### src/rtl/inst_encoder.sv
// Encodes decoded RV64-subset operations into 32-bit instruction words and writes them to imem.
// Optional: define INST_ENCODER_RD0_CHECK_EN to squash rd=0 writers to a no-op and flag err_rd0.
module inst_encoder #(
    parameter int unsigned ADDR_W     = 5,
    parameter int unsigned FIFO_DEPTH = 4
) (
    input  logic              clk,
    input  logic              rst_n,
    input  logic              start,
    input  logic [ADDR_W-1:0] base_addr,
    input  logic              in_valid,
    output logic              in_ready,
    input  logic [2:0]        in_op,
    input  logic [4:0]        in_rd,
    input  logic [4:0]        in_rs1,
    input  logic [4:0]        in_rs2,
    input  logic [4:0]        in_imm,
    input  logic              in_dir,
    input  logic              in_last,
    input  logic              imem_stall,
    output logic              imem_we,
    output logic [ADDR_W-1:0] imem_addr,
    output logic [31:0]       imem_wdata,
    output logic              busy,
    output logic              done,
    output logic              wrapped
`ifdef INST_ENCODER_RD0_CHECK_EN
    ,
    output logic              err_rd0
`endif
);

    localparam int unsigned PTR_W = $clog2(FIFO_DEPTH);
    localparam int unsigned CNT_W = $clog2(FIFO_DEPTH) + 1;
    localparam logic [CNT_W-1:0] FULL_CNT = CNT_W'(FIFO_DEPTH);

    localparam logic [6:0] OPC_LOAD   = 7'b0000011;
    localparam logic [6:0] OPC_STORE  = 7'b0100011;
    localparam logic [6:0] OPC_OP     = 7'b0110011;
    localparam logic [6:0] OPC_BRANCH = 7'b1100011;

    typedef enum logic [1:0] {S_IDLE, S_RUN, S_DRAIN, S_DONE} state_t;

    state_t            state;
    state_t            state_nx;
    logic [31:0]       raw_word;
    logic [31:0]       enc_word;
    logic [31:0]       mem [FIFO_DEPTH];
    logic [PTR_W-1:0]  wr_ptr;
    logic [PTR_W-1:0]  rd_ptr;
    logic [CNT_W-1:0]  count;
    logic [CNT_W-1:0]  count_nx;
    logic [ADDR_W-1:0] addr;
    logic              push;
    logic              pop;
    logic              in_ready_nx;
    logic              busy_nx;
    logic              done_nx;

    assign push = in_valid && in_ready;
    assign pop  = ((state == S_RUN) || (state == S_DRAIN)) && (count != '0) && !imem_stall;

    // Field packing, bit-exact with the core's decoder
    always_comb begin
        raw_word = '0;
        case (in_op)
            3'd0: raw_word = {7'b0000000, in_imm, in_rs1, 3'b011, in_rd, OPC_LOAD};
            3'd1: raw_word = {7'b0000000, in_rs2, in_rs1, 3'b011, in_imm, OPC_STORE};
            3'd2: raw_word = {7'b0000000, in_rs2, in_rs1, 3'b111, in_rd, OPC_OP};
            3'd3: raw_word = {7'b0000000, in_rs2, in_rs1, 3'b110, in_rd, OPC_OP};
            3'd4: raw_word = {7'b0000000, in_rs2, in_rs1, 3'b000, in_rd, OPC_OP};
            3'd5: raw_word = {7'b0100000, in_rs2, in_rs1, 3'b000, in_rd, OPC_OP};
            3'd6: raw_word = {6'b000000, in_dir, in_rs2, in_rs1, 3'b000, in_imm, OPC_BRANCH};
            3'd7: raw_word = {6'b000000, in_dir, in_rs2, in_rs1, 3'b100, in_imm, OPC_BRANCH};
            default: raw_word = '0;
        endcase
    end

`ifdef INST_ENCODER_RD0_CHECK_EN
    logic rd0_hit;
    assign rd0_hit  = ((in_op == 3'd0) || ((in_op >= 3'd2) && (in_op <= 3'd5))) && (in_rd == 5'd0);
    assign enc_word = rd0_hit ? 32'h0000_0000 : raw_word;

    always_ff @(posedge clk or negedge rst_n) begin
        if (!rst_n) begin
            err_rd0 <= 1'b0;
        end else if ((state == S_IDLE) && start) begin
            err_rd0 <= 1'b0;
        end else if (push && rd0_hit) begin
            err_rd0 <= 1'b1;
        end
    end
`else
    assign enc_word = raw_word;
`endif

    // State register
    always_ff @(posedge clk or negedge rst_n) begin
        if (!rst_n) state <= S_IDLE;
        else        state <= state_nx;
    end

    // Next-state logic
    always_comb begin
        state_nx = state;
        case (state)
            S_IDLE:  if (start)            state_nx = S_RUN;
            S_RUN:   if (push && in_last)  state_nx = S_DRAIN;
            S_DRAIN: if (count == '0)      state_nx = S_DONE;
            S_DONE:                        state_nx = S_IDLE;
            default:                       state_nx = S_IDLE;
        endcase
    end

    // Output decode from the next state so the status flops line up with the state register
    always_comb begin
        count_nx = count;
        if (push && !pop)      count_nx = count + CNT_W'(1);
        else if (pop && !push) count_nx = count - CNT_W'(1);
        in_ready_nx = (state_nx == S_RUN) && (count_nx != FULL_CNT);
        busy_nx     = (state_nx == S_RUN) || (state_nx == S_DRAIN);
        done_nx     = (state_nx == S_DONE);
    end

    always_ff @(posedge clk or negedge rst_n) begin
        if (!rst_n) begin
            in_ready <= 1'b0;
            busy     <= 1'b0;
            done     <= 1'b0;
        end else begin
            in_ready <= in_ready_nx;
            busy     <= busy_nx;
            done     <= done_nx;
        end
    end

    // FIFO storage needs no reset; occupancy is tracked by count
    always_ff @(posedge clk) begin
        if (push) mem[wr_ptr] <= enc_word;
    end

    always_ff @(posedge clk or negedge rst_n) begin
        if (!rst_n) begin
            wr_ptr <= '0;
            rd_ptr <= '0;
            count  <= '0;
        end else begin
            if (push) wr_ptr <= wr_ptr + PTR_W'(1);
            if (pop)  rd_ptr <= rd_ptr + PTR_W'(1);
            count <= count_nx;
        end
    end

    // Write port and address sequencing
    always_ff @(posedge clk or negedge rst_n) begin
        if (!rst_n) begin
            addr       <= '0;
            wrapped    <= 1'b0;
            imem_we    <= 1'b0;
            imem_addr  <= '0;
            imem_wdata <= '0;
        end else begin
            imem_we <= pop;
            if ((state == S_IDLE) && start) begin
                addr    <= base_addr;
                wrapped <= 1'b0;
            end else if (pop) begin
                addr       <= addr + ADDR_W'(1);
                imem_addr  <= addr;
                imem_wdata <= mem[rd_ptr];
                if (&addr) wrapped <= 1'b1;
            end
        end
    end

endmodule

### config.mk
export PLATFORM = sky130hd
export DESIGN_NAME = inst_encoder
export DESIGN_NICKNAME = d
export VERILOG_FILES = /design/src/rtl/inst_encoder.sv
export SDC_FILE = /design/constraint.sdc
export NUM_CORES = 1
export LEC_CHECK = 0
export CORE_UTILIZATION = 30
export DETAILED_ROUTE_END_ITERATION = 7
export SLEW_MARGIN = 30
export SYNTH_ARGS = -nofsm -noshare
export SYNTH_HDL_FRONTEND = slang
export SYNTH_SLANG_ARGS = --single-unit
### constraint.sdc
create_clock -name clk -period 2.1 [get_ports clk]
set_input_delay 0.42 -clock clk [delete_from_list [all_inputs] [get_ports clk]]
set_output_delay 0.42 -clock clk [all_outputs]
set_load 0.01 [all_outputs]
==> impl_metrics.env, run 1 <==
export IMPL_grt_max_degree=31
export IMPL_start_util_pct=30.68
export IMPL_yosys_top_cells_count="92 x edfxtp_1, 48 x dfrtp_1, 38 x mux2_2"
export IMPL_clockBufferDepth=2
export IMPL_wl_per_cell_um=16.91
export IMPL_firstDrtPassIters=4
export IMPL_grt_overflow_total=0
export IMPL_cts_buffers=17
export IMPL_end_kind="register"
export IMPL_r2r_end="in_ready"
export IMPL_critPathKind="reg -> reg"
export IMPL_portBuffers=69
export IMPL_clockPowerShare_pct=27.2
export IMPL_drt_iter0_drc=114
export IMPL_finalNetCount=476
export IMPL_synth_area_leader_cell="edfxtp_1"
export IMPL_path_clk_slew_ns=0.06
export IMPL_period_minus_slack_ns=2.074
export IMPL_grt_usage_pct=12.67
export IMPL_netlist_area_mm2=0.005738
export IMPL_utilization_pct=40.46
export IMPL_synth_area_top_cells="edfxtp_1 48%, dfrtp_1 21%, mux4_2 9.0%, mux2_2 7.5%, ha_1 3.5%"
export IMPL_synth_edff_count=92
export IMPL_multi_input_area_mm2=0.001653
export IMPL_regArea_mm2=0.003965
export IMPL_io_pin_count=77
export IMPL_period_share_pct=98.76
export IMPL_power_frac_seq_pct=37.2
export IMPL_ys_warn_count=0
export IMPL_setup_viol=0
export IMPL_totalWireLength_um=11370
export IMPL_synth_cell_types=40
export IMPL_seq_area_frac_synth_pct=69.08
export IMPL_crit_path_max_fanout=4
export IMPL_switching_share_pct=29.12
export IMPL_switching_power_mw=3.116
export IMPL_ys_ff_latch=140
export IMPL_htree_num_levels=4
export IMPL_num_rows=50
export IMPL_syn_inst=321
export IMPL_antenna_found_initial=0
export IMPL_required_ns=2.40
export IMPL_crit_arrival_ns=2.37
export IMPL_dieArea_mm2=0.01968
export IMPL_powerDensity_mw_per_mm2=1414
export IMPL_cp_start_kind="register"
export IMPL_postSynth_asyncResetShare_pct=34.29
export IMPL_vias=3088
export IMPL_hp_class="in -> async"
export IMPL_setup_ws_ns=0.02613
export IMPL_clockRootBuffer="clkbuf_16"
export IMPL_yosysMostFrequentCell="edfxtp_1"
export IMPL_numClockSinks=140
export IMPL_ir_drop_mv=0.5934
export IMPL_viasPerCell=4.595
export IMPL_intPower_mw=7.584
export IMPL_ys_dominant_reg_cell="edfxtp_1"
export IMPL_finClkSkew_ns=0.008502
export IMPL_combPwrFrac_pct=35.6
export IMPL_die_w_um=140.3
export IMPL_grt_pass1_vias=3342
export IMPL_core_mm2=0.01871
export IMPL_grt_first_pass_wirelength_um=18250
export IMPL_final_fill_count=1684
export IMPL_hold_violations=0
export IMPL_maxCapViolCount=0
export IMPL_n_antenna_cell=0
export IMPL_remaining_drc_errors=0
export IMPL_place_ws_ns=-0.2192
export IMPL_synthToLayoutAreaGrowth_pct=31.90
export IMPL_fp_dieH_um=140.3
export IMPL_outcome="completed"
export IMPL_gp_congestion=0.7516
export IMPL_p_leak_nw=2.809
export IMPL_rrSetupSlack_ns=0.03
export IMPL_drive_gt1_share_pct=31.05
export IMPL_clk_latency_ns=0.42
export IMPL_tns_ns=0
export IMPL_synth_top_area_share_pct=48.15
export IMPL_max_clock_freq_mhz=482.2
export IMPL_avgSynthCellArea_um2=17.88
export IMPL_hpwl_um=7267
export IMPL_cts_tree="built"
export IMPL_ant_nets=0
export IMPL_r2r_start="count[1]"
export IMPL_slew_viol_final=0
export IMPL_r2r_cells=7
export IMPL_rsz0062_at_grt="true"
final cells by class:
cell class	count	area share (%)
flip-flops and latches	140	52.39
multi-input cells	153	21.84
repair buffers	101	13.64
clock buffers	20	5.770
well taps	234	3.868
clock inverters	12	1.835
inverters	12	0.6613
critical path, cell delays in order (launching register included):
cell and delay, ns:
dfrtp_1 0.37, inv_2 0.07, ha_4 0.16, ha_4 0.15
or3b_4 0.41, and4_4 0.18, or3_4 0.33, o31a_1 0.30
sequential cells by signal, summed over array words and instances (netlist names), 2 cells and up:
register and count:
mem 92, imem_wdata 24, addr 5, imem_addr 5, count 3, rd_ptr 2
state 2, wr_ptr 2
logic make-up after synthesis:
kind of cell / share of synthesized area (%)
compound gates: 2.399
other cells: 0.06535
fa+ha+maj: 3.663
buf+inv: 3.336
mux: 16.66
flops: 69.08
xor+xnor: 1.374
simple gates: 3.424
through the flow:
step	total power [mW]	hold WS (ns)	cell area, um^2	instances
after CTS	10.75	0.5035	7515	671
after global placement	7.650	0.4159	6927	638
after detailed placement	7.772	0.4180	6927	638
after global routing	11.31	0.5190	7569	672
final	10.70	0.4991	7569	672
after floorplan	6.165	0.1244	5763	327
power groups by stage:
stage	Combinational (mW)	Clock, mW	Sequential (mW)
4_1_cts	3.76	3.00	3.99
3_3_place_gp	3.64	0	4.01
5_1_grt	4.16	3.10	4.06
2_1_floorplan	2.06	0	4.10
3_5_place_dp	3.73	0	4.04
6_report	3.81	2.91	3.98
routing by layer:
| layer | global-route usage, % | part of all wire (%) | vias to the layer above |
|---|---|---|---|
| li1 | - | - | 1407 |
| met1 | 14.88 | 43 | 1576 |
| met2 | 21.18 | 50 | 87 |
| met3 | 4.410 | 4.3 | 18 |
| met4 | 5.147 | 2.0 | 0 |
| met5 | 0 | 0 | - |
how the worst max path moves through the flow:
stage | from | endpoint | cells after the start | slack, ns
2_1_floorplan | count[0] | in_ready | 8 | -0.007
3_3_place_gp | in_op[1] | mem[0][7] | 6 | -0.20
3_5_place_dp | in_op[1] | mem[2][11] | 6 | -0.22
4_1_cts | count[1] | in_ready | 8 | 0.007
5_1_grt | count[1] | in_ready | 7 | -0.05
6_report | count[1] | in_ready | 7 | 0.03
cell usage in the layout (no fill, tap or decap), types with 3 or more instances in the layout:
cell type / Yosys / layout
and3_1: 6 / 6
clkinv_4: 1 / 5
inv_1: 11 / 10
a21oi_1: 9 / 9
xnor2_1: 6 / 6
buf_12: 0 / 8
ha_1: 16 / 14
mux2_2: 38 / 38
nand2_1: 11 / 11
edfxtp_1: 92 / 92
mux4_2: 23 / 23
nor2_1: 8 / 8
clkbuf_16: 0 / 17
xor2_1: 3 / 3
clkbuf_1: 6 / 3
buf_4: 8 / 22
inv_6: 0 / 3
clkdlybuf4s50_1: 0 / 68
dfrtp_1: 48 / 47
conb_1: 1 / 7
what timing repair did:
action	CTS	global route
pin swaps	0	5
setup endpoints to repair	1	26
buffers inserted	0	1
gates resized for setup	1	8
hold buffers	1	0
endpoints found under the hold margin	18	0
(Power assumes the default switching activity.)
==> run 2: changes to the inputs <==
--- a/config.mk
+++ b/config.mk
@@ -5,6 +5,7 @@
 export SDC_FILE = /design/constraint.sdc
 export NUM_CORES = 1
 export LEC_CHECK = 0
+export ABC_AREA = 0
 export CORE_UTILIZATION = 30
 export DETAILED_ROUTE_END_ITERATION = 7
 export SLEW_MARGIN = 30
==> results of run 2 <==
Same layout as run 1: the final DEF is identical, and so are final timing and power.
==> run 3: changes to the inputs <==
--- a/config.mk
+++ b/config.mk
@@ -8,7 +8,6 @@
 export ABC_AREA = 0
 export CORE_UTILIZATION = 30
 export DETAILED_ROUTE_END_ITERATION = 7
-export SLEW_MARGIN = 30
 export SYNTH_ARGS = -nofsm -noshare
 export SYNTH_HDL_FRONTEND = slang
 export SYNTH_SLANG_ARGS = --single-unit
==> results of run 3 <==
Same layout as run 1: the final DEF is identical, and so are final timing and power.
